[src/rtl/a1339_spi_responder.sv]
// A1339 angle-sensor SPI slave emulator (mode 1, 16-bit frames, responses pipelined by one frame).
// Define A1339_RESP_PARITY_EN to replace response bit 12 with odd parity over the other 15 bits.
module a1339_spi_responder #(
  parameter int unsigned SYNC_STAGES = 2,
  parameter logic [6:0]  ANGLE_ADDR  = 7'h20,
  parameter logic [6:0]  STATUS_ADDR = 7'h24
) (
  input  logic        clock,
  input  logic        reset,
  input  logic        sck_i,
  input  logic        ss_n_i,
  input  logic        mosi_i,
  output logic        miso_o,
  output logic        miso_oe_o,
  input  logic [11:0] angle_i,
  input  logic        new_sample_i,
  output logic [11:0] zero_offset_o,
  output logic [15:0] frame_count_o,
  output logic        error_o
);

  typedef enum logic [2:0] {StIdle, StLoad, StShift, StDone, StAbort} state_e;

  state_e                 state_q, state_d;
  logic [SYNC_STAGES-1:0] sck_sync_q, ss_sync_q, mosi_sync_q;
  logic                   sck_prev_q, ss_prev_q;
  logic [15:0]            shift_out_q, shift_out_d;
  logic [15:0]            shift_in_q, shift_in_d;
  logic [4:0]             bit_cnt_q, bit_cnt_d;
  logic                   miso_q, miso_d;
  logic [15:0]            pending_q, pending_d;
  logic [11:0]            offset_q, offset_d;
  logic [11:0]            angle_snap_q, angle_snap_d;
  logic                   new_q, new_d;
  logic                   err_q, err_d;
  logic [15:0]            count_q, count_d;

  logic        sck_s, ss_s, mosi_s;
  logic        sck_rise, sck_fall, ss_fall, ss_rise;
  logic [15:0] load_word;
  logic [11:0] rel_angle;
  logic [6:0]  cmd_addr;
  logic [7:0]  cmd_data;

  assign sck_s    = sck_sync_q[SYNC_STAGES-1];
  assign ss_s     = ss_sync_q[SYNC_STAGES-1];
  assign mosi_s   = mosi_sync_q[SYNC_STAGES-1];
  assign sck_rise = sck_s & ~sck_prev_q;
  assign sck_fall = ~sck_s & sck_prev_q;
  assign ss_fall  = ~ss_s & ss_prev_q;
  assign ss_rise  = ss_s & ~ss_prev_q;

  assign rel_angle = angle_snap_q - offset_q;
  assign cmd_addr  = shift_in_q[14:8];
  assign cmd_data  = shift_in_q[7:0];

`ifdef A1339_RESP_PARITY_EN
  assign load_word = {pending_q[15:13], ~^{pending_q[15:13], pending_q[11:0]}, pending_q[11:0]};
`else
  assign load_word = pending_q;
`endif

  always_comb begin
    state_d      = state_q;
    shift_out_d  = shift_out_q;
    shift_in_d   = shift_in_q;
    bit_cnt_d    = bit_cnt_q;
    miso_d       = miso_q;
    pending_d    = pending_q;
    offset_d     = offset_q;
    angle_snap_d = angle_snap_q;
    new_d        = new_q;
    err_d        = err_q;
    count_d      = count_q;
    unique case (state_q)
      StIdle: begin
        miso_d = 1'b0;
        if (ss_fall) state_d = StLoad;
      end
      StLoad: begin
        shift_out_d  = load_word;
        miso_d       = load_word[15];
        bit_cnt_d    = 5'd0;
        shift_in_d   = 16'h0000;
        angle_snap_d = angle_i;
        state_d      = StShift;
      end
      StShift: begin
        if (ss_rise) begin
          state_d = (bit_cnt_q == 5'd16) ? StDone : StAbort;
        end else begin
          // Bit 15 is already on miso from LOAD, so the first rise only opens the frame.
          if (sck_rise && bit_cnt_q != 5'd0 && bit_cnt_q < 5'd16) begin
            shift_out_d = {shift_out_q[14:0], 1'b0};
            miso_d      = shift_out_q[14];
          end
          if (sck_fall && bit_cnt_q < 5'd16) begin
            shift_in_d = {shift_in_q[14:0], mosi_s};
            bit_cnt_d  = bit_cnt_q + 5'd1;
          end
        end
      end
      StDone: begin
        miso_d  = 1'b0;
        count_d = count_q + 16'd1;
        state_d = StIdle;
        if (shift_in_q[15]) begin
          if (cmd_addr == 7'h06) offset_d[7:0] = cmd_data;
          else if (cmd_addr == 7'h07) offset_d[11:8] = cmd_data[3:0];
          pending_d = 16'h0001;
        end else if (cmd_addr == ANGLE_ADDR) begin
          pending_d = {err_q, new_q, 2'b00, rel_angle};
          new_d     = 1'b0;
          err_d     = 1'b0;
        end else if (cmd_addr == STATUS_ADDR) begin
          pending_d = {err_q, new_q, 2'b00, count_q[11:0]};
        end else begin
          pending_d = 16'h8000;
        end
      end
      StAbort: begin
        miso_d  = 1'b0;
        err_d   = 1'b1;
        state_d = StIdle;
      end
      default: state_d = StIdle;
    endcase
    // A fresh sample always wins over a clear in the same cycle.
    if (new_sample_i) new_d = 1'b1;
  end

  always_ff @(posedge clock or posedge reset) begin
    if (reset) begin
      state_q      <= StIdle;
      // ss_n sync resets low so a select held through reset cannot look like a frame start.
      sck_sync_q   <= '0;
      ss_sync_q    <= '0;
      mosi_sync_q  <= '0;
      sck_prev_q   <= 1'b0;
      ss_prev_q    <= 1'b0;
      shift_out_q  <= 16'h0000;
      shift_in_q   <= 16'h0000;
      bit_cnt_q    <= 5'd0;
      miso_q       <= 1'b0;
      pending_q    <= 16'h0000;
      offset_q     <= 12'h000;
      angle_snap_q <= 12'h000;
      new_q        <= 1'b0;
      err_q        <= 1'b0;
      count_q      <= 16'h0000;
    end else begin
      state_q      <= state_d;
      sck_sync_q   <= {sck_sync_q[SYNC_STAGES-2:0], sck_i};
      ss_sync_q    <= {ss_sync_q[SYNC_STAGES-2:0], ss_n_i};
      mosi_sync_q  <= {mosi_sync_q[SYNC_STAGES-2:0], mosi_i};
      sck_prev_q   <= sck_s;
      ss_prev_q    <= ss_s;
      shift_out_q  <= shift_out_d;
      shift_in_q   <= shift_in_d;
      bit_cnt_q    <= bit_cnt_d;
      miso_q       <= miso_d;
      pending_q    <= pending_d;
      offset_q     <= offset_d;
      angle_snap_q <= angle_snap_d;
      new_q        <= new_d;
      err_q        <= err_d;
      count_q      <= count_d;
    end
  end

  assign miso_o        = miso_q;
  assign miso_oe_o     = (state_q == StLoad) || (state_q == StShift);
  assign zero_offset_o = offset_q;
  assign frame_count_o = count_q;
  assign error_o       = err_q;

endmodule
[config.mk]
export PLATFORM = sky130hd
export DESIGN_NAME = a1339_spi_responder
export DESIGN_NICKNAME = d
export VERILOG_FILES = /design/src/rtl/a1339_spi_responder.sv
export SDC_FILE = /design/constraint.sdc
export NUM_CORES = 1
export LEC_CHECK = 0
export CORE_MARGIN = 5
export CORE_UTILIZATION = 55
export CTS_BUF_LIST = sky130_fd_sc_hd__clkbuf_16
export DETAILED_ROUTE_END_ITERATION = 16
export PLACE_DENSITY = 0.9
export SLEW_MARGIN = 20
export SYNTH_ARGS = -nofsm -noshare
export SYNTH_HDL_FRONTEND = slang
export SYNTH_SLANG_ARGS = --single-unit
export TNS_END_PERCENT = 50
[constraint.sdc]
create_clock -name clock -period 4.5 [get_ports clock]
set_clock_uncertainty 0.15 [all_clocks]
set_input_delay 1.35 -clock clock [delete_from_list [all_inputs] [get_ports clock]]
set_output_delay 1.35 -clock clock [all_outputs]
set_load 0.02 [all_outputs]
==> run summary <==
The number of register bits inferred by synthesis is 104. Summed over all nets, the switching power comes to 0.0009527 W. The run gives 0.001834 W as the internal power consumption.

The dominant register cell in the synthesized netlist is dfrtp_1. Counting distinct cell types in the post-synthesis netlist gives 52. In this run, flip-flops and latches consume 40.5% of the power.

The number of cells upsized or downsized after cts is 0, and the register clock-pin slew on the reported worst setup and hold paths is 0.07 ns. The synthesized area per cell works out to 10.38 µm². The width of the chip was 103.8 µm; the top fanout value on the critical path was 14.

In this run the tightest slew margin relative to its limit is 51.78%. Synthesis handed over a netlist of 466 instances. The signal on the critical path passes through nand2b_1 -> or2_2 -> nand2_1 -> clkdlybuf4s50_1. The post-CTS setup buffer count is 0.

The relative area change from synthesis to final layout was 18.16%; the maximum clock insertion buffer count was 2. The worst setup path is launched from a flop. The maximum single-stage delay on the critical path is 0.61 ns. In the synthesized netlist the async set-or-reset flop fraction comes to 100.0%.

The worst setup path is captured at a primary output. The shortest period the worst path allows came out at 3.742 ns. At the end of the flow, the number of nets in the layout was 543.

Among all cell types in the netlist, the one instantiated most often is dfrtp_1. The via count normalized by instance count was 5.918. Top cell type by total area after synthesis: dfrtp_1. Summing every instance area after synthesis gives 4837 µm². After global routing the overflow that remains totals 0. The tools report the maximum number of pins on one net before global-route repair as 55. Setup violations remaining at the end of the flow were counted as 0. Counting instances in the post-synthesis netlist gives the leading cell types as dfrtp_1, nand2_1, o21ai_0.

The count of input and output buffers was 48. The number of buffers inserted during clock tree synthesis was 9; the combinational share of power was 31.0%. The count of nets left with antenna violations once routing finished came out at 0.

The placer congestion estimate is 0.8908, and the number of max-slew violations in the final report is 0. The worst reg-to-reg setup slack came out at 1.78 ns. The core region is 8636 µm². Power spread over the standard cell area amounts to 487.5 nW/µm². The transition at the pin with the smallest max-transition slack works out to 0.7231 ns. The root buffer selected by CTS is clkbuf_16.

The largest delay contributor family on the critical path was simple AND/OR/NAND/NOR gates. The effective utilization at floorplan was 56.01%. The antenna diode instance count was 0. TritonCTS built the clock tree. The die covers 10,770 µm².

Across the run, the number of max-cap violations was 0. Number of buffers added to fix hold violations after cts: 0. Dividing the detail-routed wire length by the instance count gives 17.74 µm. The tools report the data arrival time of the worst path as 2.24 ns. The total number of clock tree sinks is 104. Period utilization: 83.15%. The critical path in this run is classified as flop to primary output. The latest clock arrival within the worst-skew pair is 0.35 ns, and the estimated wirelength of the detail-placed design is 7.641 mm. The post-detailed-route DRC marker count is 0, and the number of global-route vias before repair is 3,731. Number of hold violations in the final report: 0. Sequential cells were found to cover 53.80% of the synthesized design area. Yosys mapped a number of flops with a built-in enable equal to 0. The sum of routed wire length over all layers is 11.05 mm, and the die outline height is 103.8 µm. The H-tree generated during clock tree synthesis spans 3 levels. The design draws 0.002786 W.

Switching share of total power: 34.19%. The peak supply drop was 0.2674 mV; the summed negative setup slack over all endpoints was 0 ns. The run finished with clean final reports.

The count of pins on the block boundary was 49. The critical path buffer and inverter count came out at 1. In this run the worst hold path is classified as flop to flop.

Setup repair after global routing left no endpoint under its margin. The proportion of power drawn by the clock network was 28.5%; the fraction of final layout cells with drive strength greater than 1 was 7.961%. Global routing consumed, over all layers together, 21.22% of the routing resources.

Wire length of the first global-routing pass: 18.67 mm. The synthesized net count was 499; the site row count was 34. The number of antenna violations at the first check in global routing was 0; the top achievable clock speed was 267.3 MHz. The violation count after the first detailed-routing iteration is 385, and the total number of yosys warnings is 0. The pre-antenna-repair detailed-routing pass consisted of 5 iterations. The total vias in the final route is 3,687, and the area share of the largest cell type after synthesis is 53.80%. Summed over all cells, the static leakage comes to 2.576 nW.

The worst-path cell with the longest stage delay is clkdlybuf4s50_1. The required time at the endpoint of the critical path is 3.00 ns. Ranked by total cell area, the synthesized netlist is headed by dfrtp_1, nand2_1, a22o_1.
sequential cells by signal (all words and copies together), names as in the netlist:
register       flops
angle_snap_q      12
frame_count_o     16
sck_sync_q         2
shift_out_q       15
miso_o             1
error_o            1
ss_prev_q          1
new_q              1
ss_sync_q          2
load_word         14
shift_in_q        16
state_q            3
zero_offset_o     12
sck_prev_q         1
mosi_sync_q        2
bit_cnt_q          5
cells in the final DEF, fill, tap and decap left out, types with 2 or more instances in the layout:
cell             synthesis  routed
clkbuf_16                0       9
o21ai_0                 35      35
nor3b_1                  5       4
a32oi_1                  4       4
inv_1                   20      19
mux2i_1                 16      16
nand4_1                  4       4
a21oi_1                 16      16
nor3_1                   4       4
and3_1                   4       4
o21a_1                   2       2
nand3b_1                 2       2
o31a_1                   2       2
nor2_1                  25      25
a22o_1                  20      20
a41oi_1                  2       2
nor2b_1                  4       4
clkinv_4                 0       2
xor2_1                   5       5
o31ai_1                  3       3
xnor2_1                 17      17
nor4_1                   2       2
mux2_2                   8       8
clkdlybuf4s50_1          0      48
nand2_1                 90      90
buf_4                    2       5
nand4b_1                 2       2
dfrtp_1                104     104
a31oi_1                  3       3
nand2b_1                 2       2
nand3_1                  7       7
o22ai_1                  2       2
or3b_1                   2       2
ha_1                    14      14
or2_2                    2       2
cells by family (layout without fill, tap and decap cells):
family / after synthesis / after routing / share of synthesized area [%]
AOI/OAI and AO/OA: 95 / 95 / 12.86
xor gates and xnor gates: 22 / 22 / 3.983
adders and majority gates: 15 / 15 / 4.035
buffers and inverters: 41 / 90 / 3.751
DFF: 104 / 104 / 53.80
muxes: 24 / 24 / 5.173
and+or+nand+nor: 165 / 165 / 16.40
through the flow:
stage / cells / setup WS, ns / util [%] / area (µm²) / hold slack, ns
floorplan: 466 / 0.2678 / - / 4837 / 0.1812
global placement: 607 / 1.192 / 62.66 / 5411 / 0.1862
detailed placement: 607 / 1.154 / 62.66 / 5411 / 0.1865
CTS: 623 / 0.7646 / 66.18 / 5715 / 0.2117
global route: 623 / 0.6412 / 66.18 / 5715 / 0.2130
finish: 623 / 0.7583 / 66.18 / 5715 / 0.2075
area by class of cell:
class | count | area [µm²]
clock buffer | 9 | 225.2
timing repair buffer | 54 | 538.0
fill | 630 | 2920
multi-input combinational | 321 | 2058
inverter | 20 | 77.57
sequential | 104 | 2603
clock inverter | 7 | 78.83
tap | 108 | 135.1
worst paths after layout:
check                                             from                           end  depth (start not counted)
setup / recovery                state_q[1]$_DFFE_PP0P_                     miso_oe_o                          4
hold / removal                mosi_sync_q[0]$_DFF_PP0_      mosi_sync_q[1]$_DFF_PP0_                          0
setup reg to reg           angle_snap_q[0]$_DFFE_PP0P_      load_word[8]$_DFFE_PP0P_                         10
hold reg to reg               mosi_sync_q[0]$_DFF_PP0_      mosi_sync_q[1]$_DFF_PP0_                          0
max in group asynchronous                        reset  frame_count_o[8]$_DFFE_PP0P_                          3
min in group asynchronous                        reset      bit_cnt_q[0]$_DFFE_PP0P_                          2
per-layer routing:
layer  routed length, µm  up-vias  track usage, %
met4                 153        0           7.308
li1                    -     1699               -
met2                5537      145           34.38
met1                4703     1827           28.38
met5                   0        -               0
met3                 655       16           4.540
power groups by stage:
stage          logic (W)  clock network (W)  registers, W
2_1_floorplan   0.000621                  0       0.00113
3_3_place_gp    0.000790                  0       0.00113
3_5_place_dp    0.000832                  0       0.00115
4_1_cts         0.000851           0.000803       0.00113
5_1_grt         0.000948           0.000846       0.00114
6_report        0.000863           0.000795       0.00113
No activity file was read; power rests on OpenSTA's default activity.
